<file path="src/rtl/latch_bank_sched_if.sv">
// Bundles the requester handshake and the latch-bank drive signals of latch_bank_sched.
// Latency: none, wiring only.
// Backpressure: req and clr_req are levels held by the requester until done/clr_done.
//
// Ports (master = requester/monitor side, slave = scheduler side):
//   req, req_addr, req_data, clr_req          requester -> scheduler
//   gnt, done, addr_err, clr_done, busy       scheduler -> requester
//   lat_d, lat_g, lat_rst                     scheduler -> latch bank
interface latch_bank_sched_if #(
    parameter int NREQ = 4,
    parameter int NLAT = 8,
    parameter int DW   = 8,
    parameter int AW   = 3
);
    logic [NREQ-1:0]    req;
    logic [NREQ*AW-1:0] req_addr;
    logic [NREQ*DW-1:0] req_data;
    logic               clr_req;
    logic [NREQ-1:0]    gnt;
    logic [NREQ-1:0]    done;
    logic               addr_err;
    logic               clr_done;
    logic [DW-1:0]      lat_d;
    logic [NLAT-1:0]    lat_g;
    logic               lat_rst;
    logic               busy;

    modport master (
        output req, req_addr, req_data, clr_req,
        input  gnt, done, addr_err, clr_done, lat_d, lat_g, lat_rst, busy
    );

    modport slave (
        input  req, req_addr, req_data, clr_req,
        output gnt, done, addr_err, clr_done, lat_d, lat_g, lat_rst, busy
    );
endinterface

</file>
<file path="src/rtl/latch_bank_sched.sv">
// Round-robin write scheduler for a bank of gated D latches, plus a bank-wide clear.
// Latency: grant to done = SETUP_CYC+GATE_CYC+HOLD_CYC cycles; one idle cycle follows done.
// Backpressure: requesters hold req until their done pulse; clr_req is held until clr_done.
//
// Ports:
//   clk      rising-edge clock
//   rst      asynchronous active-low reset
//   bus      latch_bank_sched_if.slave: requests/clear in, grant/done/latch drive out
module latch_bank_sched #(
    parameter int NREQ      = 4,
    parameter int NLAT      = 8,
    parameter int DW        = 8,
    parameter int AW        = 3,
    parameter int SETUP_CYC = 1,
    parameter int GATE_CYC  = 2,
    parameter int HOLD_CYC  = 1
) (
    input  logic               clk,
    input  logic               rst,
    latch_bank_sched_if.slave  bus
);
    localparam int IW   = (NREQ > 1) ? $clog2(NREQ) : 1;
    localparam int CMAX = (SETUP_CYC > GATE_CYC) ?
                          ((SETUP_CYC > HOLD_CYC) ? SETUP_CYC : HOLD_CYC) :
                          ((GATE_CYC > HOLD_CYC) ? GATE_CYC : HOLD_CYC);
    localparam int CW   = $clog2(CMAX) + 1;

    typedef enum logic [2:0] {
        IDLE, SETUP, GATE, HOLD, DONE, CLR, CLR_DONE
    } state_t;

    state_t          state_q, state_d;
    logic [CW-1:0]   cnt_q, cnt_d;
    logic [IW-1:0]   ptr_q, ptr_d;
    logic [IW-1:0]   gidx_q, gidx_d;
    logic [AW-1:0]   addr_q, addr_d;
    logic            err_q, err_d;
    logic [NREQ-1:0] gnt_q, gnt_d;
    logic [NREQ-1:0] done_q, done_d;
    logic            addr_err_q, addr_err_d;
    logic            clr_done_q, clr_done_d;
    logic [DW-1:0]   lat_d_q, lat_d_d;
    logic [NLAT-1:0] lat_g_q, lat_g_d;
    logic            lat_rst_q, lat_rst_d;
    logic            busy_q, busy_d;

    // Round-robin pick: first requester at or after ptr, wrapping.
    logic            pick_vld;
    logic [IW-1:0]   pick_idx;

    always_comb begin
        pick_vld = 1'b0;
        pick_idx = '0;
        for (int k = 0; k < NREQ; k++) begin
            if (!pick_vld && bus.req[(int'(ptr_q) + k) % NREQ]) begin
                pick_vld = 1'b1;
                pick_idx = IW'((int'(ptr_q) + k) % NREQ);
            end
        end
    end

    always_comb begin
        state_d    = state_q;
        cnt_d      = cnt_q;
        ptr_d      = ptr_q;
        gidx_d     = gidx_q;
        addr_d     = addr_q;
        err_d      = err_q;
        gnt_d      = gnt_q;
        done_d     = '0;
        addr_err_d = 1'b0;
        clr_done_d = 1'b0;
        lat_d_d    = lat_d_q;
        lat_g_d    = lat_g_q;
        lat_rst_d  = lat_rst_q;

        case (state_q)
            IDLE: begin
                if (bus.clr_req) begin
                    state_d   = CLR;
                    cnt_d     = CW'(GATE_CYC - 1);
                    lat_rst_d = 1'b1;
                end else if (pick_vld) begin
                    // Address and data are captured here and never re-sampled.
                    state_d = SETUP;
                    cnt_d   = CW'(SETUP_CYC - 1);
                    gidx_d  = pick_idx;
                    gnt_d   = NREQ'(1) << pick_idx;
                    addr_d  = bus.req_addr[int'(pick_idx)*AW +: AW];
                    lat_d_d = bus.req_data[int'(pick_idx)*DW +: DW];
                end
            end
            SETUP: begin
                if (cnt_q == '0) begin
                    state_d = GATE;
                    cnt_d   = CW'(GATE_CYC - 1);
                    // Out-of-range words get no gate; the error is reported with done.
                    if (int'(addr_q) < NLAT) begin
                        lat_g_d = NLAT'(1) << addr_q;
                        err_d   = 1'b0;
                    end else begin
                        lat_g_d = '0;
                        err_d   = 1'b1;
                    end
                end else begin
                    cnt_d = cnt_q - 1'b1;
                end
            end
            GATE: begin
                if (cnt_q == '0) begin
                    state_d = HOLD;
                    cnt_d   = CW'(HOLD_CYC - 1);
                    lat_g_d = '0;
                end else begin
                    cnt_d = cnt_q - 1'b1;
                end
            end
            HOLD: begin
                if (cnt_q == '0) begin
                    state_d    = DONE;
                    done_d     = NREQ'(1) << gidx_q;
                    addr_err_d = err_q;
                end else begin
                    cnt_d = cnt_q - 1'b1;
                end
            end
            DONE: begin
                state_d = IDLE;
                gnt_d   = '0;
                lat_d_d = '0;
                ptr_d   = IW'((int'(gidx_q) + 1) % NREQ);
            end
            CLR: begin
                if (cnt_q == '0) begin
                    state_d    = CLR_DONE;
                    lat_rst_d  = 1'b0;
                    clr_done_d = 1'b1;
                end else begin
                    cnt_d = cnt_q - 1'b1;
                end
            end
            CLR_DONE: begin
                state_d = IDLE;
            end
            default: begin
                state_d = IDLE;
            end
        endcase

        busy_d = (state_d != IDLE);
    end

    always_ff @(posedge clk or negedge rst) begin
        if (!rst) begin
            state_q    <= IDLE;
            cnt_q      <= '0;
            ptr_q      <= '0;
            gidx_q     <= '0;
            addr_q     <= '0;
            err_q      <= 1'b0;
            gnt_q      <= '0;
            done_q     <= '0;
            addr_err_q <= 1'b0;
            clr_done_q <= 1'b0;
            lat_d_q    <= '0;
            lat_g_q    <= '0;
            lat_rst_q  <= 1'b0;
            busy_q     <= 1'b0;
        end else begin
            state_q    <= state_d;
            cnt_q      <= cnt_d;
            ptr_q      <= ptr_d;
            gidx_q     <= gidx_d;
            addr_q     <= addr_d;
            err_q      <= err_d;
            gnt_q      <= gnt_d;
            done_q     <= done_d;
            addr_err_q <= addr_err_d;
            clr_done_q <= clr_done_d;
            lat_d_q    <= lat_d_d;
            lat_g_q    <= lat_g_d;
            lat_rst_q  <= lat_rst_d;
            busy_q     <= busy_d;
        end
    end

    assign bus.gnt      = gnt_q;
    assign bus.done     = done_q;
    assign bus.addr_err = addr_err_q;
    assign bus.clr_done = clr_done_q;
    assign bus.lat_d    = lat_d_q;
    assign bus.lat_g    = lat_g_q;
    assign bus.lat_rst  = lat_rst_q;
    assign bus.busy     = busy_q;
endmodule

</file>
<file path="src/flat_wrapper.sv">
// flat-port wrapper written by rule: the top's interface ports become plain ports
module latch_bank_sched_flat 
#(
    parameter int NREQ      = 4,
    parameter int NLAT      = 8,
    parameter int DW        = 8,
    parameter int AW        = 3,
    parameter int SETUP_CYC = 1,
    parameter int GATE_CYC  = 2,
    parameter int HOLD_CYC  = 1
)
  (clk, rst, bus_req, bus_req_addr, bus_req_data, bus_clr_req, bus_gnt, bus_done, bus_addr_err, bus_clr_done, bus_lat_d, bus_lat_g, bus_lat_rst, bus_busy);
  latch_bank_sched_if #(.NREQ(NREQ), .NLAT(NLAT), .DW(DW), .AW(AW)) bus_i ();
  input  logic clk;
  input  logic rst;
  input wire logic [$bits(bus_i.req)-1:0] bus_req;
  input wire logic [$bits(bus_i.req_addr)-1:0] bus_req_addr;
  input wire logic [$bits(bus_i.req_data)-1:0] bus_req_data;
  input wire logic [$bits(bus_i.clr_req)-1:0] bus_clr_req;
  output wire logic [$bits(bus_i.gnt)-1:0] bus_gnt;
  output wire logic [$bits(bus_i.done)-1:0] bus_done;
  output wire logic [$bits(bus_i.addr_err)-1:0] bus_addr_err;
  output wire logic [$bits(bus_i.clr_done)-1:0] bus_clr_done;
  output wire logic [$bits(bus_i.lat_d)-1:0] bus_lat_d;
  output wire logic [$bits(bus_i.lat_g)-1:0] bus_lat_g;
  output wire logic [$bits(bus_i.lat_rst)-1:0] bus_lat_rst;
  output wire logic [$bits(bus_i.busy)-1:0] bus_busy;
  assign bus_i.req = bus_req;
  assign bus_i.req_addr = bus_req_addr;
  assign bus_i.req_data = bus_req_data;
  assign bus_i.clr_req = bus_clr_req;
  assign bus_gnt = bus_i.gnt;
  assign bus_done = bus_i.done;
  assign bus_addr_err = bus_i.addr_err;
  assign bus_clr_done = bus_i.clr_done;
  assign bus_lat_d = bus_i.lat_d;
  assign bus_lat_g = bus_i.lat_g;
  assign bus_lat_rst = bus_i.lat_rst;
  assign bus_busy = bus_i.busy;
  latch_bank_sched #(.NREQ(NREQ), .NLAT(NLAT), .DW(DW), .AW(AW), .SETUP_CYC(SETUP_CYC), .GATE_CYC(GATE_CYC), .HOLD_CYC(HOLD_CYC)) u_core (.clk(clk), .rst(rst), .bus(bus_i));
endmodule
</file>
<file path="config.mk">
export PLATFORM = sky130hd
export DESIGN_NAME = latch_bank_sched_flat
export DESIGN_NICKNAME = d
export VERILOG_FILES = /design/src/rtl/latch_bank_sched_if.sv /design/src/rtl/latch_bank_sched.sv /design/src/flat_wrapper.sv
export SDC_FILE = /design/constraint.sdc
export NUM_CORES = 1
export LEC_CHECK = 0
export BUFFER_PORTS_ARGS = -buffer_cell sky130_fd_sc_hd__buf_2
export CAP_MARGIN = 5
export CORE_MARGIN = 5
export CORE_UTILIZATION = 44
export CTS_CLUSTER_SIZE = 24
export DETAILED_ROUTE_END_ITERATION = 6
export PLACE_DENSITY = 0.76
export SLEW_MARGIN = 20
export SYNTH_ARGS = -nofsm -noshare
export SYNTH_HDL_FRONTEND = slang
export SYNTH_SLANG_ARGS = --single-unit
</file>
<file path="constraint.sdc">
create_clock -name clk -period 1.9 [get_ports clk]
set_clock_uncertainty 0.2 [all_clocks]
set_input_delay 0.095 -clock clk [delete_from_list [all_inputs] [get_ports clk]]
set_output_delay 0.095 -clock clk [all_outputs]
set_load 0.01 [all_outputs]
</file>
== Word-level counts from Yosys, hierarchy flattened ==
Index checks and enable logic that the tools add are counted.

* Output and inout port bits: 28
* Input port bits: 51
* Register bits after elaboration: 39

* Shifts and indexed selects: 5
* Mux-type cells: 48
* Multiply operators: 1
* $lt $le $gt $ge: 4
* Equality and inequality tests: 13
* Bitwise logic cells: 4
* Reductions and logical operators: 22
* Add/sub/neg operators: 5

{| class="wikitable"
|+ Operator list
! cell !! count
|-
| $mux 8 || 4
|-
| $pmux 8 s2 || 2
|-
| $shiftx 12x32->3 || 1
|-
| $shiftx 32x6->8 || 1
|-
| $mux 2 || 9
|-
| $mux 3 || 6
|-
| $mux 4 || 4
|-
| $mux 1 || 15
|-
| $pmux 3 s5 || 1
|-
| $reduce_and 3->1 || 5
|-
| $lt 3x4->1 const B || 3
|-
| $bmux 1 s2 || 4
|-
| $ne 2x1->1 const B || 4
|-
| $pmux 2 s4 || 1
|-
| $pmux 4 s2 || 1
|-
| $reduce_or 2->1 || 4
|-
| $shl 1x2->4 const A || 2
|-
| $shl 1x3->8 const A || 1
|-
| $eq 3x2->1 const B || 2
|-
| $eq 3x3->1 const B || 2
|-
| $ne 2x2->1 const B || 3
|-
| $reduce_bool 2->1 || 3
|-
| $add 2x1->2 const B || 2
|-
| $add 2x2->2 const B || 2
|-
| other kinds (14) || 20
|}

== Logic depth before layout (Yosys ltp) ==
* Depth in word-level cells: 18
* Mapped depth: 7
* Gate-level depth less buffers: 7

== Worst setup path after synthesis ==
Ideal clock, no wire load.

* Path kind: register to register
* Start: register u_core.cnt_q[0]
* End: register u_core.lat_g_q[0] (netlist: u_core.bus.lat_g[0])
* Required time: 1578 ps
* Path slack: 96 ps
* Cell stages (with the launch flop): 7
* Data arrival time: 1483 ps
* Setup time: 122 ps
* Path through: dfrtp_1 -> inv_1 -> ha_1 -> inv_1 -> or3_1 -> clkbuf_1 -> a32o_1

* Cells in the longest elaborated chain, start to end: 3
* Elaborated cells between the ends (all ways): 4
* Classes of those cells: 2 x eq/ne; 2 x reduce/logical

{| class="wikitable"
|+ Ends and longest elaborated chain
! item !! line !! RTL
|-
| from (decl) || latch_bank_sched.sv:33 || <nowiki>logic [CW-1:0] cnt_q, cnt_d;</nowiki>
|-
| from (signal assigned) || latch_bank_sched.sv:171 || <nowiki>cnt_q <= cnt_d;</nowiki>
|-
| $logic_not 2->1 (*) || latch_bank_sched.sv:94, latch_bank_sched.sv:110 ||
|-
| $ne 2x1->1 (no line) || -- ||
|-
| $reduce_and 3->1 (no line) (*) || -- ||
|-
| to (signal assigned) || latch_bank_sched.sv:181 || <nowiki>lat_g_q <= lat_g_d;</nowiki>
|-
| to (decl) || latch_bank_sched.sv:43 || <nowiki>logic [NLAT-1:0] lat_g_q, lat_g_d;</nowiki>
|}

Mark *: on every way between the ends. The rest lies on a longest branch, timed or not.
A chain may end at the register's enable or synchronous reset.

== Worst setup path after layout ==
* Start: register u_core.ptr_q[0]
* End: register u_core.lat_d_q[4] (netlist: u_core.bus.lat_d[4])

* Cells in the longest elaborated chain, start to end: 16
* Elaborated cells between the ends (all ways): 34
* Classes of those cells: 3 x add/sub; 1 x eq/ne; 1 x shift; 22 x mux; 7 x reduce/logical

{| class="wikitable"
|+ Ends and longest elaborated chain
! item !! line !! RTL
|-
| from (decl) || latch_bank_sched.sv:34 || <nowiki>logic [IW-1:0] ptr_q, ptr_d;</nowiki>
|-
| from (signal assigned) || latch_bank_sched.sv:172 || <nowiki>ptr_q <= ptr_d;</nowiki>
|-
| $add 2x1->2 / $bmux 1 s2 (equally long branches) || latch_bank_sched.sv:55, latch_bank_sched.sv:57 ||
|-
| $bmux 1 s2 / $mux 1 (equally long branches) || latch_bank_sched.sv:55 || <nowiki>if (!pick_vld && bus.req[(int'(ptr_q) + k) % NREQ]) begin</nowiki>
|-
| $mux 1 (not written as such) || latch_bank_sched.sv:55 ||
|-
| $mux 1 (not written as such) / $logic_not 1->1 (equally long branches) || latch_bank_sched.sv:55 ||
|-
| $logic_and 1x1->1 || latch_bank_sched.sv:55 ||
|-
| $mux 1 || latch_bank_sched.sv:55 ||
|-
| $logic_not 1->1 || latch_bank_sched.sv:55 ||
|-
| $logic_and 1x1->1 || latch_bank_sched.sv:55 ||
|-
| $mux 1 || latch_bank_sched.sv:55 ||
|-
| $logic_not 1->1 || latch_bank_sched.sv:55 ||
|-
| $logic_and 1x1->1 || latch_bank_sched.sv:55 ||
|-
| $mux 2 || latch_bank_sched.sv:55 ||
|-
| $shiftx 32x6->8 || latch_bank_sched.sv:90 || <nowiki>lat_d_d = bus.req_data[int'(pick_idx)*DW +: DW];</nowiki>
|-
| $mux 8 || latch_bank_sched.sv:83 || <nowiki>end else if (pick_vld) begin</nowiki>
|-
| $mux 8 || latch_bank_sched.sv:79 || <nowiki>if (bus.clr_req) begin</nowiki>
|-
| $pmux 8 s2 || latch_bank_sched.sv:77 || <nowiki>case (state_q)</nowiki>
|-
| to (signal assigned) || latch_bank_sched.sv:180 || <nowiki>lat_d_q <= lat_d_d;</nowiki>
|-
| to (decl) || latch_bank_sched.sv:42 || <nowiki>logic [DW-1:0] lat_d_q, lat_d_d;</nowiki>
|}

Several ways; a longest one is shown, not always the timed one. The select of a mux whose other input is x is not followed.

==> impl_metrics.toml <==
[run_status]
status = "complete, but fails checks"
violations = "negative setup slack"

[detailed_routing]
drt-initial-drc-count = 187
wl_per_cell_um = 17.9
ant_nets = 0
routed_wl_um = 7210
firstDrtPassIters = 4
vias = 2213
viasPerCell = 5.50
drc = 0

[die]
die_h_um = 78.9
dieArea_sq_um = 6230
dieWidth_um = 78.9
row_count = 25
initial_utilization_pct = 44.8
io_pins = 79
core_sq_um = 4660

[final_layout]
instances_no_fill = 402
syn_to_final_growth_pct = 58.3
final_area_sq_um = 3310
fillers = 306
drive_gt1_share_pct = 33.7
nets = 404
utilization_pct = 71.0

[sta]
finalSetupViolCount = 1
fmax_mhz = 507
finalHoldViolations = 0
period_share_pct = 104
finalMaxSlewViolations = 0
period_needed_ns = 1.97
fin_ws_ns = -0.0743

[placement]
port_buffers = 77
place.gp.congestion = 0.825
dp_slack_ns = 0.0349
placed_area_sq_um = 2620
place_inst = 342
dp_hpwl_um = 3820

[synth]
synth.area.top_cells = "dfrtp_1 47%, mux2i_1 11%, nand2_1 5.2%, o221ai_1 4.6%, ha_1 4.2%"
postSynthAreaPerCell_sq_um = 10.2
ys_async_sr_fraction_pct = 100
synth_warnings = 0
yosysMostFrequentCell = "dfrtp_1"
synth_xor_area_share_pct = 0.838
yosysTopAreaCell = "dfrtp_1"
synth_top_family_by_area = "compound AO/OA/AOI/OAI gates"
syn_area_sq_um = 2090
ys.flop_type = "dfrtp_1"
ys_ff_latch = 39
synth_fa_ha_area_share_pct = 4.19
yosysUniqueCellTypes = 34
synth.top_cell.area_share_pct = 46.7
synth-edff-count = 0
ys_seq_area_share_pct = 46.7
syn_nets = 263
synthMuxAreaShare_pct = 12.1
synth_cells = 205
yosys-top-cells-count = "39 x dfrtp_1, 29 x nand2_1, 23 x mux2i_1"
synth-compound-area-share_pct = 16.8
synthSimpleGateAreaFrac_pct = 12.8

[global_routing]
grt_pass1_vias = 2255
grt_overflow = 0
grt_max_degree = 40
antenna_found_initial = 1
grt_usage_pct = 22.5
grt_pass1_wl_um = 10800

[cts]
cts.sinks = 39
root_buffer = "clkbuf_8"
cts_tree = "yes"
clockBufferDepth = 2
cts_made_buffers = 5
worstSkewPairLatency_ns = 0.30
htreeDepth = 2
clk_pin_slew_ns = 0.09

[min_path]
hold_path.class = "in2async"

[critical_path]
cp-end-kind = "flop"
worstPathRequired_ns = 1.83
r2r_slack_ns = -0.07
critPathMaxFanout = 7
start_kind = "flop"
cp.arrival_ns = 1.90
path_class = "reg2reg"

[power]
power_density_nw_per_um2 = 1330
ir_worst_vdd_uv = 716
leakage_nw = 1.71

[job]
cap_violations = 0
-- power breakdown --
| part | switching, W | internal, W | leakage, nW |
|---|---|---|---|
| logic | 0.00118 | 0.00114 | 1.15 |
| clock network | 0.000316 | 0.000391 | 0.0581 |
| registers | 0.000230 | 0.00112 | 0.504 |
| total | 0.00173 | 0.00266 | 1.71 |
-- per-layer routing --
layer / share of wire [%] / global-route usage [%] / vias up / wire [um]
li1: - / - / 1018 / -
met1: 37 / 25.4 / 1053 / 2680
met2: 51 / 37.7 / 109 / 3670
met3: 6.8 / 5.22 / 33 / 489
met4: 5.2 / 15.5 / 0 / 378
met5: 0 / 0 / - / 0
-- final timing paths --
check                                     from                   to  cells past startpoint
max in group asynchronous                  rst   u_core.bus.done[1]                      3
max reg2reg                    u_core.ptr_q[0]  u_core.bus.lat_d[4]                      6
min reg2reg                u_core.bus.lat_g[6]  u_core.bus.lat_g[6]                      2
max                            u_core.ptr_q[0]  u_core.bus.lat_d[4]                      6
min in group clk                    bus_req[2]    u_core.bus.gnt[3]                      4
min                                        rst  u_core.bus.clr_done                      3
-- critical path, stage by stage, from the launching register on --
cell	delay (ns)
dfrtp_1	0.42
nand2b_1	0.20
a21oi_2	0.15
a211o_4	0.19
buf_12	0.15
mux2i_1	0.26
o221ai_1	0.23
-- sequential cells by signal (all words and copies together), names as in the netlist --
register / cells
u_core.bus.busy: 1
u_core.gidx_q: 2
u_core.cnt_q: 2
u_core.addr_q: 3
u_core.bus.gnt: 4
u_core.state_q: 3
u_core.bus.lat_rst: 1
u_core.bus.done: 4
u_core.bus.clr_done: 1
u_core.ptr_q: 2
u_core.bus.lat_d: 8
u_core.bus.lat_g: 8
-- layout make-up --
| type | instances | area, sq um | area share, % |
|---|---|---|---|
| multi-input combinational | 143 | 1010 | 30.6 |
| clock inverter | 3 | 43.8 | 1.32 |
| sequential | 39 | 976 | 29.5 |
| clock buffer | 5 | 68.8 | 2.08 |
| antenna | 1 | 2.50 | 0.0757 |
| tap | 54 | 67.6 | 2.04 |
| timing repair buffer | 146 | 1090 | 33.1 |
| inverter | 11 | 41.3 | 1.25 |
-- placed cells by master, fill, tap and decap left out, types with 7 or more instances in the layout --
cell type	netlist	layout
buf_4	1	17
o221ai_1	11	11
ha_1	7	7
o21ai_0	9	9
mux2i_1	23	23
dfrtp_1	39	39
inv_1	11	11
nor2_1	11	11
a21oi_1	9	8
buf_2	6	77
nand2_1	29	28
dlygate4sd3_1	0	46
-- repair_timing --
action | in CTS | in global routing
hold endpoints to repair | 52 | 0
gates resized for setup | 0 | 8
hold buffers | 46 | 0
setup buffers | 0 | 2
endpoints found under the setup margin | 0 | 20
-- stage by stage --
stage	power (W)	TNS [ns]	hold slack, ns
floorplan	0.00263	0	-0.401
detailed placement	0.00330	0	-0.0176
global placement	0.00325	0	-0.0237
global route	0.00467	-0.471	0.239
CTS	0.00408	0	0.173
finish	0.00438	-0.0743	0.185
-- logic make-up (layout without fill, tap and decap cells) --
logic type / count (synthesis) / after routing
DFF: 39 / 39
other: 1 / 2
AOI/OAI and AO/OA: 49 / 49
muxes: 25 / 25
buffers and inverters: 23 / 165
and+or+nand+nor: 59 / 59
adders and majority gates: 7 / 7
xor gates and xnor gates: 2 / 2
(Power assumes the default switching activity.)
